===== src/rtl/wb_arbiter_pkg.sv =====
// rtl/wb_arbiter_pkg.sv - shared widths and result record for the writeback arbiter
package wb_arbiter_pkg;

    localparam int REG_ADDR_W = 5;
    localparam int XLEN       = 32;
    localparam int REC_W      = REG_ADDR_W + XLEN;
    localparam logic [REG_ADDR_W-1:0] REG_ZERO = 5'b00000;

    typedef struct packed {
        logic [REG_ADDR_W-1:0] dst;
        logic [XLEN-1:0]       data;
    } wb_rec_t;

    function automatic logic is_zero_reg(input logic [REG_ADDR_W-1:0] a);
        return a == REG_ZERO;
    endfunction

endpackage


===== src/rtl/wb_arbiter_if.sv =====
// rtl/wb_arbiter_if.sv - result sources, scoreboard and regfile write port bundle
interface wb_arbiter_if;
    import wb_arbiter_pkg::*;

    logic                  alu_valid;
    logic [REG_ADDR_W-1:0] alu_dst;
    logic [XLEN-1:0]       alu_data;
    logic                  alu_stall;
    logic                  lsu_valid;
    logic                  lsu_ready;
    logic [REG_ADDR_W-1:0] lsu_dst;
    logic [XLEN-1:0]       lsu_data;
    logic                  issue_valid;
    logic [REG_ADDR_W-1:0] issue_dst;
    logic [31:0]           busy;
    logic                  write_reg;
    logic [REG_ADDR_W-1:0] dstreg_addr;
    logic [XLEN-1:0]       dstreg_data;

    modport slave (
        input  alu_valid, alu_dst, alu_data, lsu_valid, lsu_dst, lsu_data,
               issue_valid, issue_dst,
        output alu_stall, lsu_ready, busy, write_reg, dstreg_addr, dstreg_data
    );

    modport master (
        output alu_valid, alu_dst, alu_data, lsu_valid, lsu_dst, lsu_data,
               issue_valid, issue_dst,
        input  alu_stall, lsu_ready, busy, write_reg, dstreg_addr, dstreg_data
    );

endinterface


===== src/rtl/wb_fifo.sv =====
// rtl/wb_fifo.sv - small LSU result FIFO, head visible without a pop
module wb_fifo #(
    parameter int DEPTH = 2,
    parameter int W     = 37
) (
    input  logic         clk,
    input  logic         rst,
    input  logic         push_i,
    input  logic [W-1:0] data_i,
    input  logic         pop_i,
    output logic         full_o,
    output logic         empty_o,
    output logic [W-1:0] head_o
);

    localparam int AW = $clog2(DEPTH);
    localparam logic [AW:0] PTR_ONE = {{AW{1'b0}}, 1'b1};

    logic [W-1:0] mem [DEPTH];
    logic [AW:0]  wr_q, wr_d;
    logic [AW:0]  rd_q, rd_d;

    // Extra pointer bit distinguishes full from empty when the indices match.
    assign empty_o = (wr_q == rd_q);
    assign full_o  = (wr_q[AW-1:0] == rd_q[AW-1:0]) && (wr_q[AW] != rd_q[AW]);
    assign head_o  = mem[rd_q[AW-1:0]];

    always_comb begin
        wr_d = wr_q;
        rd_d = rd_q;
        if (push_i) wr_d = wr_q + PTR_ONE;
        if (pop_i)  rd_d = rd_q + PTR_ONE;
    end

    always_ff @(posedge clk or posedge rst) begin
        if (rst) begin
            wr_q <= '0;
            rd_q <= '0;
        end else begin
            wr_q <= wr_d;
            rd_q <= rd_d;
        end
    end

    always_ff @(posedge clk) begin
        if (push_i) mem[wr_q[AW-1:0]] <= data_i;
    end

endmodule


===== src/rtl/wb_arbiter.sv =====
// rtl/wb_arbiter.sv - merges ALU and LSU results onto the regfile write port
module wb_arbiter
    import wb_arbiter_pkg::*;
#(
    parameter int DEPTH        = 2,
    parameter int STARVE_LIMIT = 4
) (
    input  logic          clk,
    input  logic          rst,
    wb_arbiter_if.slave   wb
);

    localparam int CW = $clog2(STARVE_LIMIT) + 1;
    localparam logic [CW-1:0] CNT_LAST = CW'(STARVE_LIMIT - 1);

    logic    full, empty, push, grant_lsu, grant_alu;
    wb_rec_t head, in_rec;

    logic [CW-1:0]         cnt_q, cnt_d;
    logic                  stall_q, stall_d;
    logic                  we_q, we_d;
    logic [REG_ADDR_W-1:0] addr_q, addr_d;
    logic [XLEN-1:0]       data_q, data_d;
    logic [31:0]           busy_q, busy_d;

    assign in_rec.dst  = wb.lsu_dst;
    assign in_rec.data = wb.lsu_data;

    // lsu_ready depends only on FIFO state, never on lsu_valid.
    assign push      = wb.lsu_valid && !full;
    assign grant_lsu = !empty && (stall_q || !wb.alu_valid);
    assign grant_alu = wb.alu_valid && !grant_lsu;

    wb_fifo #(.DEPTH(DEPTH), .W(REC_W)) u_fifo (
        .clk     (clk),
        .rst     (rst),
        .push_i  (push),
        .data_i  (in_rec),
        .pop_i   (grant_lsu),
        .full_o  (full),
        .empty_o (empty),
        .head_o  (head)
    );

    always_comb begin
        cnt_d   = cnt_q;
        stall_d = 1'b0;
        we_d    = 1'b0;
        addr_d  = addr_q;
        data_d  = data_q;
        busy_d  = busy_q;

        if (grant_alu && !empty) begin
            if (cnt_q == CNT_LAST) begin
                stall_d = 1'b1;
                cnt_d   = '0;
            end else begin
                cnt_d = cnt_q + 1'b1;
            end
        end else begin
            cnt_d = '0;
        end

        if (grant_lsu) begin
            we_d   = !is_zero_reg(head.dst);
            addr_d = head.dst;
            data_d = head.data;
            busy_d[head.dst] = 1'b0;
        end else if (grant_alu) begin
            we_d   = !is_zero_reg(wb.alu_dst);
            addr_d = wb.alu_dst;
            data_d = wb.alu_data;
        end

        // A new issue to the register being retired keeps it busy.
        if (wb.issue_valid) busy_d[wb.issue_dst] = 1'b1;
        busy_d[0] = 1'b0;
    end

    always_ff @(posedge clk or posedge rst) begin
        if (rst) begin
            cnt_q   <= '0;
            stall_q <= 1'b0;
            we_q    <= 1'b0;
            addr_q  <= '0;
            data_q  <= '0;
            busy_q  <= '0;
        end else begin
            cnt_q   <= cnt_d;
            stall_q <= stall_d;
            we_q    <= we_d;
            addr_q  <= addr_d;
            data_q  <= data_d;
            busy_q  <= busy_d;
        end
    end

    assign wb.lsu_ready   = !full;
    assign wb.alu_stall   = stall_q;
    assign wb.write_reg   = we_q;
    assign wb.dstreg_addr = addr_q;
    assign wb.dstreg_data = data_q;
    assign wb.busy        = busy_q;

    a_no_alu_during_stall: assert property (@(posedge clk) disable iff (rst)
        !(stall_q && wb.alu_valid));

endmodule


===== src/flat_wrapper.sv =====
// flat-port wrapper written by rule: the top's interface ports become plain ports
module wb_arbiter_flat import wb_arbiter_pkg::*;
#(
    parameter int DEPTH        = 2,
    parameter int STARVE_LIMIT = 4
)
  (clk, rst, wb_alu_valid, wb_alu_dst, wb_alu_data, wb_lsu_valid, wb_lsu_dst, wb_lsu_data, wb_issue_valid, wb_issue_dst, wb_alu_stall, wb_lsu_ready, wb_busy, wb_write_reg, wb_dstreg_addr, wb_dstreg_data);
  wb_arbiter_if wb_i ();
  input  logic clk;
  input  logic rst;
  input wire logic [$bits(wb_i.alu_valid)-1:0] wb_alu_valid;
  input wire logic [$bits(wb_i.alu_dst)-1:0] wb_alu_dst;
  input wire logic [$bits(wb_i.alu_data)-1:0] wb_alu_data;
  input wire logic [$bits(wb_i.lsu_valid)-1:0] wb_lsu_valid;
  input wire logic [$bits(wb_i.lsu_dst)-1:0] wb_lsu_dst;
  input wire logic [$bits(wb_i.lsu_data)-1:0] wb_lsu_data;
  input wire logic [$bits(wb_i.issue_valid)-1:0] wb_issue_valid;
  input wire logic [$bits(wb_i.issue_dst)-1:0] wb_issue_dst;
  output wire logic [$bits(wb_i.alu_stall)-1:0] wb_alu_stall;
  output wire logic [$bits(wb_i.lsu_ready)-1:0] wb_lsu_ready;
  output wire logic [$bits(wb_i.busy)-1:0] wb_busy;
  output wire logic [$bits(wb_i.write_reg)-1:0] wb_write_reg;
  output wire logic [$bits(wb_i.dstreg_addr)-1:0] wb_dstreg_addr;
  output wire logic [$bits(wb_i.dstreg_data)-1:0] wb_dstreg_data;
  assign wb_i.alu_valid = wb_alu_valid;
  assign wb_i.alu_dst = wb_alu_dst;
  assign wb_i.alu_data = wb_alu_data;
  assign wb_i.lsu_valid = wb_lsu_valid;
  assign wb_i.lsu_dst = wb_lsu_dst;
  assign wb_i.lsu_data = wb_lsu_data;
  assign wb_i.issue_valid = wb_issue_valid;
  assign wb_i.issue_dst = wb_issue_dst;
  assign wb_alu_stall = wb_i.alu_stall;
  assign wb_lsu_ready = wb_i.lsu_ready;
  assign wb_busy = wb_i.busy;
  assign wb_write_reg = wb_i.write_reg;
  assign wb_dstreg_addr = wb_i.dstreg_addr;
  assign wb_dstreg_data = wb_i.dstreg_data;
  wb_arbiter #(.DEPTH(DEPTH), .STARVE_LIMIT(STARVE_LIMIT)) u_core (.clk(clk), .rst(rst), .wb(wb_i));
endmodule

===== config.mk =====
export PLATFORM = sky130hd
export DESIGN_NAME = wb_arbiter_flat
export DESIGN_NICKNAME = d
export VERILOG_FILES = /design/src/rtl/wb_arbiter_pkg.sv /design/src/rtl/wb_arbiter_if.sv /design/src/rtl/wb_fifo.sv /design/src/rtl/wb_arbiter.sv /design/src/flat_wrapper.sv
export SDC_FILE = /design/constraint.sdc
export NUM_CORES = 1
export LEC_CHECK = 0
export BUFFER_PORTS_ARGS = -buffer_cell sky130_fd_sc_hd__buf_2
export CORE_MARGIN = 2
export CORE_UTILIZATION = 30
export CTS_CLUSTER_DIAMETER = 100
export DETAILED_ROUTE_END_ITERATION = 10
export GPL_TIMING_DRIVEN = 1
export PLACE_DENSITY = 0.59
export SLEW_MARGIN = 10
export SYNTH_ARGS = -nofsm -noshare
export SYNTH_HDL_FRONTEND = slang
export SYNTH_HIERARCHICAL = 1
export SYNTH_SLANG_ARGS = --single-unit

===== constraint.sdc =====
create_clock -name clk -period 4.36 [get_ports clk]
set_input_delay 0.872 -clock clk [delete_from_list [all_inputs] [get_ports clk]]
set_output_delay 0.872 -clock clk [all_outputs]
set_load 0.02 [all_outputs]

==> impl_metrics.ini <==
[timing]
tightest_slew_ns = 1.13
max_freq_mhz = 411
tns_ns = 0
min_period_ns = 2.43
clock-skew-final_ns = 0.00908
maxSlewViolCount = 0
hold_viol = 0
setup_viol = 0
layout_setup_ws_ns = 1.93
post-route-period-util = 0.558
fin_hold_ws_ns = 0.362
slew_headroom = 0.248
rsz0062_at_grt = no

[logic_synthesis]
ys_types = 41
synth_top_area_cell = edfxtp_1
synth_nets = 531
synth.top_cell.area_share = 0.354
ys_warn_count = 6
synth_cells = 446
synth_common_cells = 77 x dfrtp_1, 74 x edfxtp_1, 38 x mux2i_1
synth_seq_cells = 151
synth_most_common_cell = dfrtp_1
synth_area_per_cell_sq_um = 14.1
synth-edff-count = 74
synthTopCellsByArea = edfxtp_1 35%, dfrtp_1 31%, mux2_2 6.6%
ys_seq_area_frac = 0.661
synthFlopType = dfrtp_1
netlist_area_sq_mm = 0.00627
ys_async_sr_fraction = 0.510

[place]
dpl_cell_area_sq_mm = 0.00729
place_hpwl_microns = 10300
dpl.cell_count = 847
dp_slack_ns = 1.78
gp_congestion = 0.745
io_buffers = 154

[worst_setup_path]
cpPeakStageDelay_ns = 0.61
worstPathCellList = buf_4 -> mux2_2 -> or4b_1 -> o31ai_1 -> o21ai_1
cp_num_buf_inv = 1
arrival_ns = 2.72
rr_startpoint = u_core/u_fifo/rd_q[0]$_DFFE_PP0P_
startpoint_type = flip-flop
cp_slowest_cell = or4b_1
cp-startpoint = u_core/u_fifo/rd_q[0]$_DFFE_PP0P_
worstSetupPathType = flip-flop to flip-flop
required_ns = 4.65
critical_path.top_delay_family = simple AND/OR/NAND/NOR gates
crit_path_end_kind = flip-flop
crit_path_max_fanout = 39

[grt]
grt_usage = 0.144
gr-total-overflow = 0
grt_first_pass_wirelength_microns = 24200
grt_max_degree = 50
antenna_found_initial = 2
grt_pass1_vias = 4576

[cells_and_area]
fin_area_sq_mm = 0.00782
nNetsFinal = 681
largest_reg_flops = 74
utilization = 0.384
fin_cells = 881
syn2layout_area_growth_pct = 24.7
drive_gt1_frac = 0.389

[die]
die_area_sq_mm = 0.0221
die_w_microns = 149
io_pins = 156
std_cell_rows = 52
coreArea_sq_mm = 0.0204
start_util = 0.308
die_h_microns = 149

[drt]
wirelength_microns = 15200
firstDrtPassIters = 4
via_per_inst = 4.84
postRouteAntennaNets = 0
drc = 0
drtIter0Drc = 271
wl_per_cell_microns = 17.3
vias = 4266

[pwr]
power_density_mw_per_mm2 = 771
total_power_mw = 6.03
peakVddDrop_uv = 306
leakagePower_nw = 3.19

[clock_tree]
cts_tree = yes
clk_pin_slew_worst_paths_ns = 0.06
cts.sinks = 151
ctsHoldBuffers = 0
clockRootBuffer = clkbuf_16
cts-resized-gates = 0
post-cts-setup-buffer-count = 0
clockBufferDepth = 2
cts_inserted_buffers = 17
htreeDepth = 4
clock_latency_ns = 0.41

[min_path]
min-delay-path-class = input pin to async pin

[job]
drv_cap = 0

[run_status]
outcome = complete, no violations
per-layer routing:
layer  vias up  GRT usage  share of wire
li1       1995          -              -
met1      2095      0.181           0.43
met2       145      0.234           0.48
met3        31     0.0328          0.054
met4         0     0.0710          0.029
met5         -          0              0
cells in the final DEF (no fill, tap or decap), types with 2 or more instances in the layout:
cell type	Yosys	routed
buf_2	7	154
dfrtp_1	77	76
edfxtp_1	74	74
mux2i_1	38	38
nor3_1	37	37
a21oi_1	37	37
mux2_2	37	37
o31ai_1	23	23
o21ai_1	18	18
clkbuf_16	0	17
o21ai_0	14	14
o41ai_1	8	8
buf_4	1	6
clkinv_2	0	5
nand3b_1	5	5
nand2_1	5	5
clkbuf_1	14	4
xor2_1	4	4
inv_4	0	3
clkbuf_8	0	3
nand2b_1	3	3
nor2b_1	5	3
diode_2	0	2
nor2b_4	0	2
nand3_1	2	2
or2_1	3	2
or3b_1	2	2
nand4bb_1	2	2
nor2_1	3	2
or4b_4	2	2
and3b_1	2	2
inv_1	3	2
kinds of logic after synthesis:
group / count (synthesis) / synth area share
buf+inv: 33 / 0.0289
fa+ha+maj: 1 / 0.00199
compound gates: 100 / 0.0937
other cells: 1 / 0.000598
simple gates: 79 / 0.0770
flops: 151 / 0.661
mux: 75 / 0.127
xor+xnor: 6 / 0.00957
cell type report:
class	instances	area [sq um]
Clock buffer	24	482
Sequential cell	151	4150
Clock inverter	8	47.5
Fill cell	1961	12500
Inverter	4	16.3
Antenna cell	2	5.00
Tap cell	270	338
Multi-Input combinational cell	262	1970
Timing Repair Buffer	160	816
worst register-to-register path, cell delays in order, from the launching register on:
cell and delay, ns:
dfrtp_2 0.38, buf_4 0.44, mux2_2 0.54, or4b_1 0.61
o31ai_1 0.25, o21ai_1 0.10
power by group:
part	internal, mW	leakage, nW	switching [mW]
logic	0.828	1.33	1.53
registers	2.11	1.59	0.238
clock network	0.771	0.269	0.544
total	3.71	3.19	2.32
worst paths after layout:
check	slack, ns	to	cells after the start
max reg2reg	1.93	u_core/wb.busy[8]$_DFF_PP0_	5
min	0.36	u_core/u_fifo/wr_q[0]$_DFFE_PP0P_	2
min reg2reg	0.47	u_core/cnt_q[0]$_DFF_PP0_	1
min in group clk	0.47	u_core/cnt_q[0]$_DFF_PP0_	1
max	1.93	u_core/wb.busy[8]$_DFF_PP0_	5
max in group asynchronous	2.86	u_core/wb.busy[30]$_DFF_PP0_	3
Note: power is estimated with default switching activity, not from simulation.
